`src/rtl/seg7_pkg.sv`:
```
// ---------------------------------------------------------------------------
// seg7_pkg
//   Shared types and constants for the seven-segment counter display.
//
//   seg_t         : segment vector, index 0..6 = segments a..g, active-low
//   SEG_BLANK     : all segments dark
//   SEG_GLYPH     : hex glyph table, entry n = segment pattern for digit n
//   digit_to_seg  : nibble -> active-low segment pattern
//   dir_e         : count direction as presented on i_up_down
// ---------------------------------------------------------------------------
package seg7_pkg;

  typedef logic [0:6] seg_t;

  typedef enum logic {
    DIR_DOWN = 1'b0,
    DIR_UP   = 1'b1
  } dir_e;

  localparam seg_t SEG_BLANK = '1;

  // Patterns are written a..g left to right; a 0 lights the segment.
  localparam seg_t SEG_GLYPH [16] = '{
    7'b0000001,  // 0
    7'b1001111,  // 1
    7'b0010010,  // 2
    7'b0000110,  // 3
    7'b1001100,  // 4
    7'b0100100,  // 5
    7'b0100000,  // 6
    7'b0001111,  // 7
    7'b0000000,  // 8
    7'b0000100,  // 9
    7'b0001000,  // A
    7'b1100000,  // b
    7'b0110001,  // C
    7'b1000010,  // d
    7'b0110000,  // E
    7'b0111000   // F
  };

  function automatic seg_t digit_to_seg(input logic [3:0] digit);
    return SEG_GLYPH[digit];
  endfunction

endpackage

```
`src/rtl/seg7_scan.sv`:
```
// ---------------------------------------------------------------------------
// seg7_scan
//   Time-multiplexed digit scanner for a NUM_DIGITS seven-segment display.
//   Each digit is held for SCAN_DIV cycles; the first of those cycles is a
//   blanking cycle (no digit selected) to avoid ghosting between digits.
//   All outputs are registered and therefore trail the scan state and the
//   count by one clock; segment, digit select and dot stay aligned with
//   each other because they are all registered from the same state.
//
//   Ports
//     clk               in   clock, rising edge
//     i_reset_n         in   asynchronous active-low reset
//     i_count           in   [CW-1:0] value to display, nibble 0 = digit 0
//     i_enable          in   counter run enable (for the paused indicator)
//     o_segment_enable  out  [0:6] segments a..g, active-low
//     o_display_enable  out  [0:NUM_DIGITS-1] digit selects, active-low
//     o_dot_enable      out  decimal point, active-low (lit on digit 0
//                            while the counter is paused)
// ---------------------------------------------------------------------------
module seg7_scan
  import seg7_pkg::*;
#(
  parameter int NUM_DIGITS = 4,
  parameter int SCAN_DIV   = 100_000,
  localparam int CW        = 4 * NUM_DIGITS
) (
  input  logic                    clk,
  input  logic                    i_reset_n,
  input  logic [CW-1:0]           i_count,
  input  logic                    i_enable,
  output logic [0:6]              o_segment_enable,
  output logic [0:NUM_DIGITS-1]   o_display_enable,
  output logic                    o_dot_enable
);

  localparam int SW = $clog2(SCAN_DIV);
  localparam int IW = (NUM_DIGITS > 1) ? $clog2(NUM_DIGITS) : 1;

  logic [SW-1:0]         scan_cnt_reg;
  logic [IW-1:0]         idx_reg;
  seg_t                  seg_reg;
  seg_t                  seg_next;
  logic [0:NUM_DIGITS-1] disp_reg;
  logic [0:NUM_DIGITS-1] disp_next;
  logic                  dot_reg;
  logic                  dot_next;
  logic                  digit_active;
  logic [3:0]            nibbles [NUM_DIGITS];

  // Scan position 0 of every digit is the blanking slot.
  assign digit_active = (scan_cnt_reg != '0);

  genvar gi;
  generate
    for (gi = 0; gi < NUM_DIGITS; gi++) begin : g_digit
      assign nibbles[gi]   = i_count[4*gi +: 4];
      assign disp_next[gi] = ~(digit_active && (idx_reg == IW'(gi)));
    end
  endgenerate

  assign seg_next = digit_to_seg(nibbles[idx_reg]);
  assign dot_next = ~(digit_active && (idx_reg == '0) && !i_enable);

  always_ff @(posedge clk or negedge i_reset_n) begin
    if (!i_reset_n) begin
      scan_cnt_reg <= '0;
      idx_reg      <= '0;
      seg_reg      <= SEG_BLANK;
      disp_reg     <= '1;
      dot_reg      <= 1'b1;
    end else begin
      if (scan_cnt_reg == SW'(SCAN_DIV - 1)) begin
        scan_cnt_reg <= '0;
        idx_reg      <= (idx_reg == IW'(NUM_DIGITS - 1)) ? '0 : idx_reg + IW'(1);
      end else begin
        scan_cnt_reg <= scan_cnt_reg + SW'(1);
      end
      seg_reg  <= seg_next;
      disp_reg <= disp_next;
      dot_reg  <= dot_next;
    end
  end

  assign o_segment_enable = seg_reg;
  assign o_display_enable = disp_reg;
  assign o_dot_enable     = dot_reg;

endmodule

```
`src/rtl/seg7_counter_mux.sv`:
```
// ---------------------------------------------------------------------------
// seg7_counter_mux
//   Up/down counter with programmable tick rate, shown on a multiplexed
//   NUM_DIGITS seven-segment display. A wrap pulses o_wrap and toggles o_led.
//
//   Build option: define COUNTER_BCD_EN to make every nibble a decimal digit
//   (0..9 with carry/borrow, loads clamped to 9 per nibble). Without it the
//   counter is a plain CW-bit binary counter shown in hex.
//
//   Parameters
//     NUM_DIGITS  digits shown; count width CW = 4*NUM_DIGITS
//     COUNT_DIV   clk cycles per count tick (>=2)
//     SCAN_DIV    clk cycles per digit including its blank cycle (>=2)
//
//   Ports
//     clk               in   clock, rising edge
//     i_reset_n         in   asynchronous active-low reset
//     i_enable          in   1: prescaler runs, ticks advance the count
//     i_up_down         in   1: count up, 0: count down (used on the tick)
//     i_load            in   synchronous load strobe, wins over a tick
//     i_load_value      in   [CW-1:0] value taken on i_load
//     o_count           out  [CW-1:0] current count
//     o_wrap            out  one-cycle pulse together with the wrapped count
//     o_led             out  toggles on every wrap
//     o_segment_enable  out  [0:6] segments a..g, active-low
//     o_display_enable  out  [0:NUM_DIGITS-1] digit selects, active-low
//     o_dot_enable      out  decimal point, active-low
// ---------------------------------------------------------------------------
module seg7_counter_mux
  import seg7_pkg::*;
#(
  parameter int NUM_DIGITS = 4,
  parameter int COUNT_DIV  = 10_000_000,
  parameter int SCAN_DIV   = 100_000,
  localparam int CW        = 4 * NUM_DIGITS
) (
  input  logic                  clk,
  input  logic                  i_reset_n,
  input  logic                  i_enable,
  input  logic                  i_up_down,
  input  logic                  i_load,
  input  logic [CW-1:0]         i_load_value,
  output logic [CW-1:0]         o_count,
  output logic                  o_wrap,
  output logic                  o_led,
  output logic [0:6]            o_segment_enable,
  output logic [0:NUM_DIGITS-1] o_display_enable,
  output logic                  o_dot_enable
);

  localparam int PW = $clog2(COUNT_DIV);

  logic [PW-1:0] presc_reg;
  logic [CW-1:0] count_reg;
  logic [CW-1:0] count_next;
  logic [CW-1:0] load_clamped;
  logic          wrap_reg;
  logic          wrap_next;
  logic          led_reg;
  logic          tick;
  dir_e          dir;

  assign dir  = dir_e'(i_up_down);
  // The prescaler only advances while enabled, so a tick needs both.
  assign tick = i_enable && (presc_reg == PW'(COUNT_DIV - 1));

`ifdef COUNTER_BCD_EN
  // carry[i]/borrow[i]: nibble i steps this tick. Built in one process so
  // the ripple chain is a single combinational block.
  logic [NUM_DIGITS:0] carry;
  logic [NUM_DIGITS:0] borrow;

  always_comb begin
    carry     = '0;
    borrow    = '0;
    carry[0]  = 1'b1;
    borrow[0] = 1'b1;
    for (int i = 0; i < NUM_DIGITS; i++) begin
      carry[i+1]  = carry[i]  && (count_reg[4*i +: 4] == 4'd9);
      borrow[i+1] = borrow[i] && (count_reg[4*i +: 4] == 4'd0);
    end
  end

  genvar gi;
  generate
    for (gi = 0; gi < NUM_DIGITS; gi++) begin : g_bcd_digit
      logic [3:0] nib;
      logic [3:0] nib_next;
      logic [3:0] load_nib;

      assign nib      = count_reg[4*gi +: 4];
      assign load_nib = i_load_value[4*gi +: 4];

      always_comb begin
        nib_next = nib;
        if (dir == DIR_UP) begin
          if (carry[gi]) begin
            nib_next = (nib >= 4'd9) ? 4'd0 : nib + 4'd1;
          end
        end else if (borrow[gi]) begin
          nib_next = (nib == 4'd0) ? 4'd9 : nib - 4'd1;
        end
      end

      assign count_next[4*gi +: 4]   = nib_next;
      // Out-of-range load nibbles are forced to 9 so the count stays BCD.
      assign load_clamped[4*gi +: 4] = (load_nib > 4'd9) ? 4'd9 : load_nib;
    end
  endgenerate

  // A carry/borrow out of the top digit is the wrap (all 9s <-> all 0s).
  assign wrap_next = (dir == DIR_UP) ? carry[NUM_DIGITS] : borrow[NUM_DIGITS];
`else
  always_comb begin
    count_next = count_reg;
    wrap_next  = 1'b0;
    if (dir == DIR_UP) begin
      count_next = count_reg + CW'(1);
      wrap_next  = &count_reg;
    end else begin
      count_next = count_reg - CW'(1);
      wrap_next  = ~|count_reg;
    end
  end

  assign load_clamped = i_load_value;
`endif

  always_ff @(posedge clk or negedge i_reset_n) begin
    if (!i_reset_n) begin
      presc_reg <= '0;
      count_reg <= '0;
      wrap_reg  <= 1'b0;
      led_reg   <= 1'b0;
    end else if (i_load) begin
      // Load restarts the prescaler so the next tick is a full period away.
      count_reg <= load_clamped;
      presc_reg <= '0;
      wrap_reg  <= 1'b0;
    end else if (tick) begin
      count_reg <= count_next;
      presc_reg <= '0;
      wrap_reg  <= wrap_next;
      if (wrap_next) begin
        led_reg <= ~led_reg;
      end
    end else begin
      wrap_reg <= 1'b0;
      if (i_enable) begin
        presc_reg <= presc_reg + PW'(1);
      end
    end
  end

  assign o_count = count_reg;
  assign o_wrap  = wrap_reg;
  assign o_led   = led_reg;

  seg7_scan #(
    .NUM_DIGITS (NUM_DIGITS),
    .SCAN_DIV   (SCAN_DIV)
  ) u_scan (
    .clk              (clk),
    .i_reset_n        (i_reset_n),
    .i_count          (count_reg),
    .i_enable         (i_enable),
    .o_segment_enable (o_segment_enable),
    .o_display_enable (o_display_enable),
    .o_dot_enable     (o_dot_enable)
  );

endmodule
```
`config.mk`:
```
export PLATFORM = sky130hd
export DESIGN_NAME = seg7_counter_mux
export DESIGN_NICKNAME = d
export VERILOG_FILES = /design/src/rtl/seg7_pkg.sv /design/src/rtl/seg7_scan.sv /design/src/rtl/seg7_counter_mux.sv
export SDC_FILE = /design/constraint.sdc
export NUM_CORES = 1
export LEC_CHECK = 0
export CELL_PAD_IN_SITES_DETAIL_PLACEMENT = 2
export CELL_PAD_IN_SITES_GLOBAL_PLACEMENT = 2
export CORE_MARGIN = 3
export CORE_UTILIZATION = 35
export DETAILED_ROUTE_END_ITERATION = 10
export PLACE_DENSITY_LB_ADDON = 0.1
export SYNTH_ARGS = -nofsm -noshare
export SYNTH_HDL_FRONTEND = slang
export SYNTH_SLANG_ARGS = --single-unit
```
`constraint.sdc`:
```
create_clock -name clk -period 4 [get_ports clk]
set_clock_uncertainty 0.2 [all_clocks]
set_input_delay 0.8 -clock clk [delete_from_list [all_inputs] [get_ports clk]]
set_output_delay 0.8 -clock clk [all_outputs]
set_load 0.03 [all_outputs]
```
==> results.json <==
{
  "register_area_um2": 1840,
  "path_max_fanout": 6,
  "drv_slew": 0,
  "cts_setup_buffers": 0,
  "place_hpwl_um": 9700,
  "p_switching_mw": 0.606,
  "grt_pass1_wl_um": 22200,
  "whs_endpoint": "u_scan.scan_cnt_reg[0]$_DFF_PN0_",
  "peakVddDrop_uv": 208,
  "leakagePower_nw": 2.30,
  "p_per_area_nw_per_um2": 383,
  "grtUsageTotal_pct": 19.8,
  "final_core_util_pct": 45.4,
  "routed_wl_um": 13200,
  "first_pass_iters": 4,
  "area_delta_synth_final_pct": 25.2,
  "worstSetupPathType": "input port to register",
  "synth_ff_type": "dfrtp_1",
  "placed_cells": 690,
  "finalNonFillerCells": 706,
  "layout.nets": 582,
  "die_x_um": 118,
  "filler_cell_count": 1336,
  "post_route_cells_drive_above_1_share_pct": 11.7,
  "die_h_um": 118,
  "swShare_pct": 28.8,
  "grt_pass1_vias": 4243,
  "synth.top_cell.area_share_pct": 34.8,
  "grt-ovfl-total": 0,
  "required_ns": 4.08,
  "worstRegToRegCells": 8,
  "hold_buffers": 0,
  "status": "completed",
  "stdcell_area_um2": 5490,
  "vias": 3754,
  "hp-start": "u_scan.scan_cnt_reg[0]$_DFF_PN0_",
  "syn_nets": 517,
  "multiInputGateArea_um2": 2440,
  "ys_seq_area_share_pct": 42.0,
  "r2r-end": "o_count[15]$_DFFE_PN0P_",
  "synth-edff-count": 0,
  "crit_buf_inv": 2,
  "mostFrequentLayoutCell": "dfrtp_1",
  "ioPinCount": 51,
  "cpMaxStageDelayCell": "or4b_1",
  "gp_congestion": 0.784,
  "setup_violations": 0,
  "synth_area_per_cell_um2": 9.37,
  "cts_tree": "done",
  "hold_class": "register to register",
  "clkLatencyLatePin_ns": 0.35,
  "start_util_pct": 36.2,
  "hold_slack_ns": 0.292,
  "slowest_delay_ns": 0.50,
  "grt_max_degree": 43,
  "clk_path_buf_depth": 2,
  "end_kind": "register",
  "hold_depth": 1,
  "ys_ff_latch": 73,
  "startpoint_type": "input port",
  "seqPwrFrac_pct": 38.6,
  "rows": 40,
  "drt_iter0_drc": 136,
  "post-route-period-util_pct": 92.6,
  "path_clk_slew_ns": 0.06,
  "port_buffers": 50,
  "p_comb_share_pct": 19.1,
  "total_power_mw": 2.10,
  "pwr-share-clk_pct": 42.3,
  "die_area_um2": 13900,
  "slew-limit-headroom_pct": 34.7,
  "yosysWarnings": 0,
  "synth_cells": 468,
  "cts_made_buffers": 9,
  "drv_cap": 0,
  "routedWlPerCell_um": 18.7,
  "h-tree-depth": 3,
  "largest_register_ffs": 24,
  "r2r_slack_ns": 0.89,
  "ant_nets": 0,
  "async_reset_ff_share_pct": 100,
  "tightest_slew_ns": 0.971,
  "reg2reg_from": "o_count[4]$_DFFE_PN0P_",
  "num_antenna_cells": 0,
  "core_um2": 12100,
  "final_cell_mix": "dfrtp_1, nor2_1, nand2_1, clkdlybuf4s50_1, ha_1",
  "ys_types": 56,
  "cts_root_buffer": "clkbuf_16",
  "max_freq_ghz": 0.270,
  "postPlaceCellArea_um2": 5170,
  "synthTopCellsByArea": "dfrtp_1, ha_1, dfstp_2",
  "cp.arrival_ns": 3.79,
  "crit_family": "compound AO/OA/AOI/OAI gates",
  "ctsResizeCount": 0,
  "syn-cell-area_um2": 4390,
  "cts.sinks": 73,
  "rsz0062_at_grt": "no",
  "p_int_mw": 1.50,
  "yosysTopAreaCell": "dfrtp_1",
  "antenna_found_initial": 0,
  "vias_per_cell": 5.32,
  "post-route-drc-count": 0,
  "final_hold_viol_count": 0,
  "min_period_ns": 3.70,
  "cp_cell_sequence": "clkdlybuf4s50_1 > inv_1 > ha_1 > a2111oi_0 > o31a_1 > nor4b_4 > o31ai_1 > mux2_4 > or4b_1 > nand3_1"
}
[kinds of logic (layout without fill, tap and decap cells)]
group	count (synthesis)	after routing	share of synthesized area [%]
buf+inv	26	96	2.45
fa+ha+maj	28	28	8.16
simple gates	210	210	24.4
xor+xnor	45	45	8.99
compound gates	76	76	10.3
mux	10	10	3.71
flops	73	73	42.0
[synthesized netlist by cell type, types with 12 or more instances]
| cell type | n |
|---|---|
| dfrtp_1 | 61 |
| xor2_1 | 26 |
| nor4_1 | 13 |
| dfstp_2 | 12 |
| o21ai_0 | 15 |
| ha_1 | 27 |
| nand3_1 | 25 |
| nand2_1 | 49 |
| clkbuf_1 | 12 |
| nor2_1 | 51 |
| nand4_1 | 12 |
| a21oi_1 | 26 |
| xnor2_1 | 19 |
[power by group through the flow]
stage | logic [mW] | registers, mW | clock network (mW)
2_1_floorplan | 0.191 | 0.861 | 0
3_3_place_gp | 0.387 | 0.822 | 0
3_5_place_dp | 0.401 | 0.825 | 0
4_1_cts | 0.406 | 0.812 | 0.918
5_1_grt | 0.444 | 0.816 | 0.948
6_report | 0.402 | 0.812 | 0.890
[worst max path at each step]
stage          slack, ns  depth (start not counted)       from                       to
6_report            0.30                         10  i_up_down  o_count[15]$_DFFE_PN0P_
5_1_grt             0.13                         10  i_up_down  o_count[15]$_DFFE_PN0P_
4_1_cts             0.31                         10  i_up_down  o_count[15]$_DFFE_PN0P_
3_5_place_dp       -0.06                         10  i_up_down  o_count[15]$_DFFE_PN0P_
3_3_place_gp       -0.04                         10  i_up_down  o_count[15]$_DFFE_PN0P_
2_1_floorplan       0.45                          9  i_up_down  o_count[15]$_DFFE_PN0P_
[routing by layer]
layer / up-vias / global-route usage (%) / part of all wire (%)
li1: 1783 / - / -
met1: 1901 / 25.3 / 46
met2: 56 / 34.7 / 50
met3: 14 / 2.93 / 2.3
met4: 0 / 6.23 / 1.5
met5: - / 0 / 0
[layout make-up]
class	count	area share (%)
timing repair buffer	69	11.6
clock inverter	6	1.64
tap	168	3.83
sequential	73	33.5
clock buffer	10	4.17
multi-input combinational	369	44.5
inverter	11	0.752
[stage by stage]
stage          TNS [ns]  setup WS [ns]
2_1_floorplan         0          0.451
3_3_place_gp    -0.0357        -0.0357
3_5_place_dp    -0.0556        -0.0556
4_1_cts               0          0.306
5_1_grt               0          0.132
6_report              0          0.296
No activity file was read; power rests on OpenSTA's default activity.
